[src/rtl/mtsp_mem_arbiter.sv]
// -----------------------------------------------------------------------------
// mtsp_mem_arbiter
//
// Shares one memory target port between NUM_REQ MTSP cores. Each core's memory
// stage fires single-cycle requests that cannot be back-pressured. A request is
// caught in a per-core holding slot, and STALL is raised for that core while
// the slot is occupied. Occupied slots are granted round-robin into a
// registered VALID/READY master port. Read returns arrive in issue order. They
// are routed back to the issuing core, together with the destination GPR
// index, through a small tag FIFO.
//
// Ports
//   CLK, RST          clock, synchronous active-high reset
//   REQ_nEN           per-core request strobe (active-low, one cycle)
//   REQ_WRITE         per-core write flag (1=write, 0=read)
//   REQ_ADDR          per-core word address, core i at [i*ADDR_W +: ADDR_W]
//   REQ_SRC           per-core GPR index, packed the same way
//   REQ_DATA_0/1      per-core source operands, packed the same way
//   STALL             per-core stall (registered): slot occupied
//   M_VALID/M_READY   master request handshake
//   M_WRITE, M_ADDR, M_SRC, M_DATA_0, M_DATA_1   master request fields
//   R_VALID, R_DATA   in-order read data return
//   RD_VALID          registered one-hot read-return strobe per core
//   RD_SRC, RD_DATA   GPR index and data of the returned read
//   ERR               sticky: [0] request into full slot, [1] R_VALID w/o tag
// -----------------------------------------------------------------------------
module mtsp_mem_arbiter #(
  parameter int unsigned NUM_REQ   = 4,
  parameter int unsigned ADDR_W    = 16,
  parameter int unsigned GPR_W     = 6,
  parameter int unsigned DATA_W    = 128,
  parameter int unsigned TAG_DEPTH = 4
) (
  input  logic                        CLK,
  input  logic                        RST,
  input  logic [NUM_REQ-1:0]          REQ_nEN,
  input  logic [NUM_REQ-1:0]          REQ_WRITE,
  input  logic [NUM_REQ*ADDR_W-1:0]   REQ_ADDR,
  input  logic [NUM_REQ*GPR_W-1:0]    REQ_SRC,
  input  logic [NUM_REQ*DATA_W-1:0]   REQ_DATA_0,
  input  logic [NUM_REQ*DATA_W-1:0]   REQ_DATA_1,
  output logic [NUM_REQ-1:0]          STALL,
  output logic                        M_VALID,
  input  logic                        M_READY,
  output logic                        M_WRITE,
  output logic [ADDR_W-1:0]           M_ADDR,
  output logic [GPR_W-1:0]            M_SRC,
  output logic [DATA_W-1:0]           M_DATA_0,
  output logic [DATA_W-1:0]           M_DATA_1,
  input  logic                        R_VALID,
  input  logic [DATA_W-1:0]           R_DATA,
  output logic [NUM_REQ-1:0]          RD_VALID,
  output logic [GPR_W-1:0]            RD_SRC,
  output logic [DATA_W-1:0]           RD_DATA,
  output logic [1:0]                  ERR
);

  localparam int unsigned IDX_W  = (NUM_REQ > 1) ? $clog2(NUM_REQ) : 1;
  localparam int unsigned TAG_AW = (TAG_DEPTH > 1) ? $clog2(TAG_DEPTH) : 1;

  // Occupancy limit expressed in the occupancy counter width.
  localparam logic [TAG_AW+1:0] TAG_FULL = (TAG_AW + 2)'(TAG_DEPTH);

  // ---------------------------------------------------------------------------
  // Holding slots
  // ---------------------------------------------------------------------------
  logic [NUM_REQ-1:0] r_slot_vld;
  logic [NUM_REQ-1:0] r_slot_wr;
  logic [ADDR_W-1:0]  r_slot_addr [NUM_REQ];
  logic [GPR_W-1:0]   r_slot_src  [NUM_REQ];
  logic [DATA_W-1:0]  r_slot_d0   [NUM_REQ];
  logic [DATA_W-1:0]  r_slot_d1   [NUM_REQ];

  // ---------------------------------------------------------------------------
  // Master output register
  // ---------------------------------------------------------------------------
  logic               r_m_valid;
  logic               r_m_write;
  logic [ADDR_W-1:0]  r_m_addr;
  logic [GPR_W-1:0]   r_m_src;
  logic [DATA_W-1:0]  r_m_d0;
  logic [DATA_W-1:0]  r_m_d1;
  logic [IDX_W-1:0]   r_m_idx;

  // Round-robin pointer
  logic [IDX_W-1:0]   r_ptr;

  // ---------------------------------------------------------------------------
  // Outstanding-read tag FIFO (pointers carry an extra wrap bit)
  // ---------------------------------------------------------------------------
  logic [IDX_W-1:0]   r_tag_idx [TAG_DEPTH];
  logic [GPR_W-1:0]   r_tag_src [TAG_DEPTH];
  logic [TAG_AW:0]    r_wp;
  logic [TAG_AW:0]    r_rp;

  // Read return and error registers
  logic [NUM_REQ-1:0] r_rd_valid;
  logic [GPR_W-1:0]   r_rd_src;
  logic [DATA_W-1:0]  r_rd_data;
  logic [1:0]         r_err;

  // ---------------------------------------------------------------------------
  // Combinational control
  // ---------------------------------------------------------------------------
  logic [TAG_AW:0]    w_fifo_cnt;
  logic               w_fifo_empty;
  logic               w_accept;
  logic               w_push;
  logic               w_pop;
  logic               w_load_en;
  logic               w_out_rd;
  logic [TAG_AW+1:0]  w_occupied;
  logic               w_tag_ok;
  logic [NUM_REQ-1:0] w_elig;
  logic [NUM_REQ-1:0] w_req;
  logic [NUM_REQ-1:0] w_capture;
  logic               w_grant_vld;
  logic [IDX_W-1:0]   w_grant_idx;
  logic [IDX_W-1:0]   w_cand;
  logic               w_load;
  logic [IDX_W-1:0]   w_ptr_nxt;
  logic [IDX_W-1:0]   w_head_idx;
  logic [GPR_W-1:0]   w_head_src;
  logic [NUM_REQ-1:0] w_rd_onehot;

  assign w_fifo_cnt   = r_wp - r_rp;
  assign w_fifo_empty = (r_wp == r_rp);
  assign w_accept     = r_m_valid & M_READY;
  assign w_push       = w_accept & ~r_m_write;
  assign w_pop        = R_VALID & ~w_fifo_empty;
  assign w_load_en    = ~r_m_valid | M_READY;

  // A read sitting in the output register already owns a tag: whether it is
  // accepted this cycle or not, it will occupy a FIFO entry. A new read may
  // only be loaded if that leaves room for it as well.
  assign w_out_rd   = r_m_valid & ~r_m_write;
  assign w_occupied = {1'b0, w_fifo_cnt} + {{(TAG_AW + 1){1'b0}}, w_out_rd};
  assign w_tag_ok   = (w_occupied < TAG_FULL);

  assign w_elig    = r_slot_vld & (r_slot_wr | {NUM_REQ{w_tag_ok}});
  assign w_req     = ~REQ_nEN;
  assign w_capture = w_req & ~r_slot_vld;

  // First eligible slot at or after the pointer, wrapping modulo NUM_REQ.
  always_comb begin
    w_grant_vld = 1'b0;
    w_grant_idx = '0;
    w_cand      = '0;
    for (int unsigned k = 0; k < NUM_REQ; k++) begin
      w_cand = IDX_W'((k + 32'(r_ptr)) % NUM_REQ);
      if (!w_grant_vld && w_elig[w_cand]) begin
        w_grant_vld = 1'b1;
        w_grant_idx = w_cand;
      end
    end
  end

  assign w_load    = w_load_en & w_grant_vld;
  assign w_ptr_nxt = (w_grant_idx == IDX_W'(NUM_REQ - 1)) ? '0
                                                          : w_grant_idx + 1'b1;

  assign w_head_idx = r_tag_idx[r_rp[TAG_AW-1:0]];
  assign w_head_src = r_tag_src[r_rp[TAG_AW-1:0]];

  always_comb begin
    w_rd_onehot             = '0;
    w_rd_onehot[w_head_idx] = 1'b1;
  end

  // ---------------------------------------------------------------------------
  // Slot capture / release
  // ---------------------------------------------------------------------------
  always_ff @(posedge CLK) begin
    if (RST) begin
      r_slot_vld <= '0;
      r_slot_wr  <= '0;
      for (int unsigned i = 0; i < NUM_REQ; i++) begin
        r_slot_addr[i] <= '0;
        r_slot_src[i]  <= '0;
        r_slot_d0[i]   <= '0;
        r_slot_d1[i]   <= '0;
      end
    end else begin
      for (int unsigned i = 0; i < NUM_REQ; i++) begin
        // Capture and grant of one slot never coincide: capture needs the
        // slot empty, grant needs it full.
        if (w_capture[i]) begin
          r_slot_vld[i]  <= 1'b1;
          r_slot_wr[i]   <= REQ_WRITE[i];
          r_slot_addr[i] <= REQ_ADDR[i*ADDR_W +: ADDR_W];
          r_slot_src[i]  <= REQ_SRC[i*GPR_W +: GPR_W];
          r_slot_d0[i]   <= REQ_DATA_0[i*DATA_W +: DATA_W];
          r_slot_d1[i]   <= REQ_DATA_1[i*DATA_W +: DATA_W];
        end else if (w_load && (w_grant_idx == IDX_W'(i))) begin
          r_slot_vld[i]  <= 1'b0;
        end
      end
    end
  end

  // ---------------------------------------------------------------------------
  // Output register and round-robin pointer
  // ---------------------------------------------------------------------------
  always_ff @(posedge CLK) begin
    if (RST) begin
      r_m_valid <= 1'b0;
      r_m_write <= 1'b0;
      r_m_addr  <= '0;
      r_m_src   <= '0;
      r_m_d0    <= '0;
      r_m_d1    <= '0;
      r_m_idx   <= '0;
      r_ptr     <= '0;
    end else if (w_load_en) begin
      r_m_valid <= w_grant_vld;
      if (w_grant_vld) begin
        r_m_write <= r_slot_wr[w_grant_idx];
        r_m_addr  <= r_slot_addr[w_grant_idx];
        r_m_src   <= r_slot_src[w_grant_idx];
        r_m_d0    <= r_slot_d0[w_grant_idx];
        r_m_d1    <= r_slot_d1[w_grant_idx];
        r_m_idx   <= w_grant_idx;
        r_ptr     <= w_ptr_nxt;
      end
    end
  end

  // ---------------------------------------------------------------------------
  // Tag FIFO
  // ---------------------------------------------------------------------------
  always_ff @(posedge CLK) begin
    if (RST) begin
      r_wp <= '0;
      r_rp <= '0;
    end else begin
      if (w_push) r_wp <= r_wp + 1'b1;
      if (w_pop)  r_rp <= r_rp + 1'b1;
    end
  end

  // Tag storage needs no reset: entries are only read behind a valid pointer.
  always_ff @(posedge CLK) begin
    if (w_push) begin
      r_tag_idx[r_wp[TAG_AW-1:0]] <= r_m_idx;
      r_tag_src[r_wp[TAG_AW-1:0]] <= r_m_src;
    end
  end

  // ---------------------------------------------------------------------------
  // Read return routing and sticky errors
  // ---------------------------------------------------------------------------
  always_ff @(posedge CLK) begin
    if (RST) begin
      r_rd_valid <= '0;
      r_rd_src   <= '0;
      r_rd_data  <= '0;
      r_err      <= '0;
    end else begin
      r_rd_valid <= w_pop ? w_rd_onehot : '0;
      if (w_pop) begin
        r_rd_src  <= w_head_src;
        r_rd_data <= R_DATA;
      end
      r_err[0] <= r_err[0] | (|(w_req & r_slot_vld));
      r_err[1] <= r_err[1] | (R_VALID & w_fifo_empty);
    end
  end

  // ---------------------------------------------------------------------------
  // Outputs
  // ---------------------------------------------------------------------------
  assign STALL    = r_slot_vld;
  assign M_VALID  = r_m_valid;
  assign M_WRITE  = r_m_write;
  assign M_ADDR   = r_m_addr;
  assign M_SRC    = r_m_src;
  assign M_DATA_0 = r_m_d0;
  assign M_DATA_1 = r_m_d1;
  assign RD_VALID = r_rd_valid;
  assign RD_SRC   = r_rd_src;
  assign RD_DATA  = r_rd_data;
  assign ERR      = r_err;

endmodule

[config.mk]
export PLATFORM = sky130hd
export DESIGN_NAME = mtsp_mem_arbiter
export DESIGN_NICKNAME = d
export VERILOG_FILES = /design/src/rtl/mtsp_mem_arbiter.sv
export SDC_FILE = /design/constraint.sdc
export NUM_CORES = 2
export LEC_CHECK = 0
export CAP_MARGIN = 5
export CORE_AREA = 3 3 646 648
export DETAILED_ROUTE_END_ITERATION = 8
export DIE_AREA = 0 0 649 651
export PLACE_DENSITY = 0.4
export SETUP_SLACK_MARGIN = 0.1
export SKIP_LAST_GASP = 1
export SLEW_MARGIN = 5
export SYNTH_ARGS = -nofsm -noshare
export SYNTH_HDL_FRONTEND = slang
export SYNTH_SLANG_ARGS = --single-unit
[constraint.sdc]
create_clock -name CLK -period 28.4 [get_ports CLK]
set_input_delay 2.84 -clock CLK [delete_from_list [all_inputs] [get_ports CLK]]
set_output_delay 2.84 -clock CLK [all_outputs]
set_load 0.02 [all_outputs]
Yosys cells after proc, flatten, opt, wreduce, memory -nomap -nowiden

Memory sizes are Yosys's and may differ from the RTL's. A register that Yosys moved wholly into a read port is not among the register bits.
Index checks and enable logic that the tools add are counted.

Add/sub/neg operators: 8
$lt $le $gt $ge: 8
Eq/ne operators: 4
Mux-type cells: 63
Bitwise logic cells: 35
Reductions and logical operators: 19

Operators with widths:

| kind                                               | number |
|---|---|
| two-way mux 128 bit                                | 8 |
| two-way mux 16 bit                                 | 4 |
| two-way mux 1 bit                                  | 34 |
| two-way mux 6 bit                                  | 4 |
| bitwise OR 1 bit                                   | 19 |
| < comparator 2 x 3 -> 1 bit, second input constant | 6 |
| two-way mux 2 bit                                  | 7 |
| bitwise AND 4 bit                                  | 3 |
| binary-select mux 1 bit (select 2 bit)             | 5 |
| logical AND 1 bit                                  | 8 |
| inverter 4 bit                                     | 2 |
| nonzero test 2 bit                                 | 4 |
| adder 3 x 1 -> 3 bit, second input constant        | 2 |
| bitwise AND 1 bit                                  | 6 |
| adder 2 bit, first input constant                  | 2 |
| adder 3 x 1 -> 4 bit                               | 1 |
| equality test 2 bit, second input constant         | 2 |
| < comparator 4 x 3 -> 1 bit, second input constant | 1 |
| inverter 1 bit                                     | 4 |
| bitwise OR 4 bit                                   | 1 |
| OR reduction 4 bit                                 | 1 |
| equality test 3 bit                                | 1 |
| zero test 1 bit                                    | 3 |
| subtractor 3 bit                                   | 1 |
| 8 further kinds                                    | 8 |

Flip-flop bits (word level): 154
Memory bits (writable): 1144
Input bits: 1252
Output and inout port bits: 424
Memories kept: 6

Memory list:

| memory      | depth | width | rd ports | clocked after Yosys merged registers in | write ports | line | source |
|---|---|---|---|---|---|---|---|
| r_slot_d0   | 4     | 128   | 1        | 1                                       | 4           | 71   | `logic [DATA_W-1:0] r_slot_d0 [NUM_REQ];` |
| r_slot_d1   | 4     | 128   | 1        | 1                                       | 4           | 72   | `logic [DATA_W-1:0] r_slot_d1 [NUM_REQ];` |
| r_slot_addr | 4     | 16    | 1        | 1                                       | 4           | 69   | `logic [ADDR_W-1:0] r_slot_addr [NUM_REQ];` |
| r_slot_src  | 4     | 6     | 1        | 1                                       | 4           | 70   | `logic [GPR_W-1:0] r_slot_src [NUM_REQ];` |
| r_tag_src   | 4     | 6     | 1        | 1                                       | 1           | 92   | `logic [GPR_W-1:0] r_tag_src [TAG_DEPTH];` |
| r_tag_idx   | 4     | 2     | 1        | 1                                       | 1           | 91   | `logic [IDX_W-1:0] r_tag_idx [TAG_DEPTH];` |

Longest topological paths before layout

Word-level depth: 22
Depth in mapped cells: 13
Depth with buffers taken out: 10

Worst setup path before layout

No wires, ideal clock.

Path kind: input to register
Start: in REQ_nEN[0]
End: reg r_slot_wr[0]
Library setup time: 0.917 ns
Arrival time: 22.608 ns
Data required time: 27.483 ns
Slack: 4.876 ns
Stages: 2
Cells stage by stage: o21ai_0 o21ai_0

Longest elaborated chain between the ends: 2

RTL lines:

| element                         | line | source |
|---|---|---|
| from (decl)                     | 36   | `input logic [NUM_REQ-1:0] REQ_nEN,` |
| inverter 4 bit                  | 141  | `assign w_req = ~REQ_nEN;` |
| bitwise AND 4 bit               | 142  | `assign w_capture = w_req & ~r_slot_vld;` |
| to (signal, indexed assignment) | 189  | `r_slot_wr[i] <= REQ_WRITE[i];` |
| to (decl)                       | 68   | `logic [NUM_REQ-1:0] r_slot_wr;` |

Every way passes these cells.
A chain may end at the register's enable or synchronous reset.

==> results.md <==
- Area grow syn2layout: 45.4%
- DRT iter0 DRCs: 3304
- Endpoints failing setup: 0
- Clk root buf: clkbuf_16
- Switching power: 3.32 mW
- Setup Buffers After CTS: 0
- Max-cap viol count: 0
- Pleak: 34.4 nW
- Mean Syn Cell Area: 13.0 µm²
- Clock transition at path regs: 60 ps
- Chip width: 649 µm
- Synth cell types: 56
- Setup TNS: 0 ps
- RSZ-0062 raised after global routing: no
- Clock skew: 61.3 ps
- Synth Flop Type: edfxtp_1
- Clock Sinks: 1584
- Combinational Power Share: 0.351
- DRT Pass-1 Iters: 6
- Post-Syn Instances: 5053
- Seq cells post-synth: 1584
- Die footprint: 0.422 mm²
- TritonCTS clock tree: done
- Leading area contributor after synthesis: edfxtp_1
- H-tree Lvls: 4
- Post-synth EDFFs: 1144
- Routed vias/inst: 3.95
- Crit path DAT: 6980 ps
- Least-Margin Pin Slew: 1130 ps
- Average wire per standard cell: 29.5 µm
- Slew margin rel.: 0.250
- I/O pins: 1676
- DRC violations left: 0
- Worst hold path class: flop to flop
- Global-route wire length before repair: 480 mm
- Fin crit share: 0.228
- Rows: 236
- Initial antenna violation count: 152
- Max IR drop VDD: 0.0000723 V
- Run status: completed
- Gp weighted congestion: 1.05
- Critical Path RT: 28900 ps
- Routed WL: 364 mm
- CP peak stage delay: 730 ps
- Placed Instance Area: 0.0887 mm²
- Nets: 7906
- CTS Buf Count: 199
- Hold Buf Count CTS: 0
- Pwr dens: 94.0 mW/mm²
- Pin count of the biggest net entering global routing: 139
- Initial core utilization: 0.159
- Startpoint Class: input port
- Top cell type's share of synthesized area: 0.524
- Share of synthesized registers carrying an async set or reset: 0
- Vias in the first global route: 51151
- Yosys warning count: 0
- Max Freq: 0.154 GHz
- Die height: 651 µm
- Switching Share: 0.371
- Share of power burned in registers: 0.359
- Vias: 48739
- Post-DP HPWL: 276 mm
- Max-slew violation count: 0
- Critical path class: input port to flop
- Overall Global Routing Usage: 0.166
- Critical Path Fanout Max: 78
- Synth Cell Area: 0.0656 mm²
- Post-route ant nets: 0
- Worst Setup End Kind: flop
- Seq/Total Area, Yosys: 0.658
- Resized cells post-CTS: 0
- Design Area, Final: 0.0954 mm²
- Port Buf Inserts: 1675
- Clk pwr share: 0.290
- Clk buf depth: 4
- Cells along the critical path: clkdlybuf4s50_1, o21ai_4, buf_4, buf_4, buf_12, buf_4
- Grt ovf: 0
- Slowest stage cell, crit path: o21ai_4
- Critical Path Most Common Cell: buf_4
- Total core area: 0.413 mm²
- Syn Nets: 6313
- Ranking of synthesized cells by area: edfxtp_1 52%, dfxtp_1 13%, and2_1 11%
- Worst skew pair latency: 870 ps
- Fin crit period: 6490 ps
- Internal power: 5.64 mW
- Hold Violations, Final: 0
- Fraction of layout cells with a size suffix above 1: 0.0650
## metrics by stage
step	hold slack, ps	worst slack (ps)	total power [mW]	instances	util
after floorplan	452	4880	4.86	5053	-
after global placement	441	20970	6.51	11919	0.215
after detailed placement	449	20930	6.51	11919	0.215
after CTS	456	21920	9.16	12290	0.231
after global routing	473	21760	9.38	12312	0.231
final	454	21910	8.97	12337	0.231
## cell families (layout without fill, tap and decap cells)
kind of cell    count (synthesis)  in the layout  share of synthesized area
compound gates               1022           1022                      0.126
other cells                     0             47                          0
buf+inv                       399           2162                     0.0248
fa+ha+maj                       8              8                    0.00164
flops                        1584           1584                      0.658
simple gates                 1747           1747                      0.143
mux                           287            287                     0.0453
xor+xnor                        6              6                    0.00101
## worst max-delay path, delay by kind of cell
kind	cells	cell delay, ps
AOI/OAI and AO/OA	1	730
buffers and inverters	5	2910
## cells in the final DEF, fill, tap and decap left out, drive strengths merged, types with 4 or more instances in the layout
master / n
edfxtp: 1144
bufinv: 13
inv: 27
a21oi: 142
a221oi: 4
o21a: 280
ha: 7
a221o: 279
mux2i: 279
buf: 104
clkinv: 61
dfxtp: 440
and2: 1118
diode: 47
nor2: 14
o22ai: 6
clkbuf: 278
o2bb2ai: 241
nor3: 6
xnor2: 4
mux4: 8
clkdlybuf4s50: 1673
o21ai: 55
nand2: 597
clkinvlp: 6
## metal layers
metal,GRT usage,vias to the layer above,wire [µm]
met1,0.175,24683,132000
met5,0,-,612
met3,0.0436,555,23200
li1,-,21673,-
met4,0.0576,98,14200
met2,0.314,1730,194000
## Yosys cell counts, types with 8 or more instances
cell and count:
nor2_1 14, clkbuf_1 283, edfxtp_1 1144, mux2i_1 279
o2bb2ai_1 241, nand2_1 597, inv_1 13, a221o_1 279
o21a_1 280, a21oi_1 141, o21ai_0 50, buf_2 92
mux4_2 8, and2_1 1117, dfxtp_1 440
## final cells by class
type / instances / area (µm²)
inverter: 14 / 60.1
sequential: 1584 / 43200
multi-input combinational: 3070 / 21000
fill: 43730 / 317000
clock inverter: 93 / 950
antenna: 47 / 118
clock buffer: 278 / 5630
timing repair buffer: 1777 / 17600
tap: 5474 / 6850
## sequential cells by signal, indices dropped and copies added (netlist names), named ones only
register     cells
ERR              2
r_slot_addr     64
r_wp             3
r_ptr            2
M_WRITE          1
M_VALID          1
r_rp             3
M_DATA_1       128
RD_VALID         4
STALL            4
r_slot_d1      512
r_slot_src      24
r_slot_wr        4
M_SRC            6
r_tag_src       24
RD_DATA        128
r_tag_idx        8
r_slot_d0      512
M_ADDR          16
M_DATA_0       128
RD_SRC           6
r_m_idx          2
## final timing paths
check,to,slack (ps),depth (start not counted),from
setup / recovery,r_slot_d1[3][69]$_SDFFCE_PN0P_,21910,6,REQ_nEN[3]
hold reg to reg,RD_DATA[102]$_SDFFE_PP0P_,450,2,RD_DATA[102]$_SDFFE_PP0P_
setup reg to reg,M_DATA_0[125]$_SDFFE_PP0P_,22110,13,r_rp[0]$_SDFFE_PP0P_
hold / removal,RD_DATA[102]$_SDFFE_PP0P_,450,2,RD_DATA[102]$_SDFFE_PP0P_
## power groups by stage
stage          registers (mW)  logic, mW  clock network (mW)
2_1_floorplan            3.52       1.34                   0
3_3_place_gp             3.27       3.24                   0
3_5_place_dp             3.27       3.24                   0
4_1_cts                  3.23       3.25                2.68
5_1_grt                  3.26       3.34                2.77
6_report                 3.22       3.15                2.60
No activity file was read; power rests on OpenSTA's default activity.
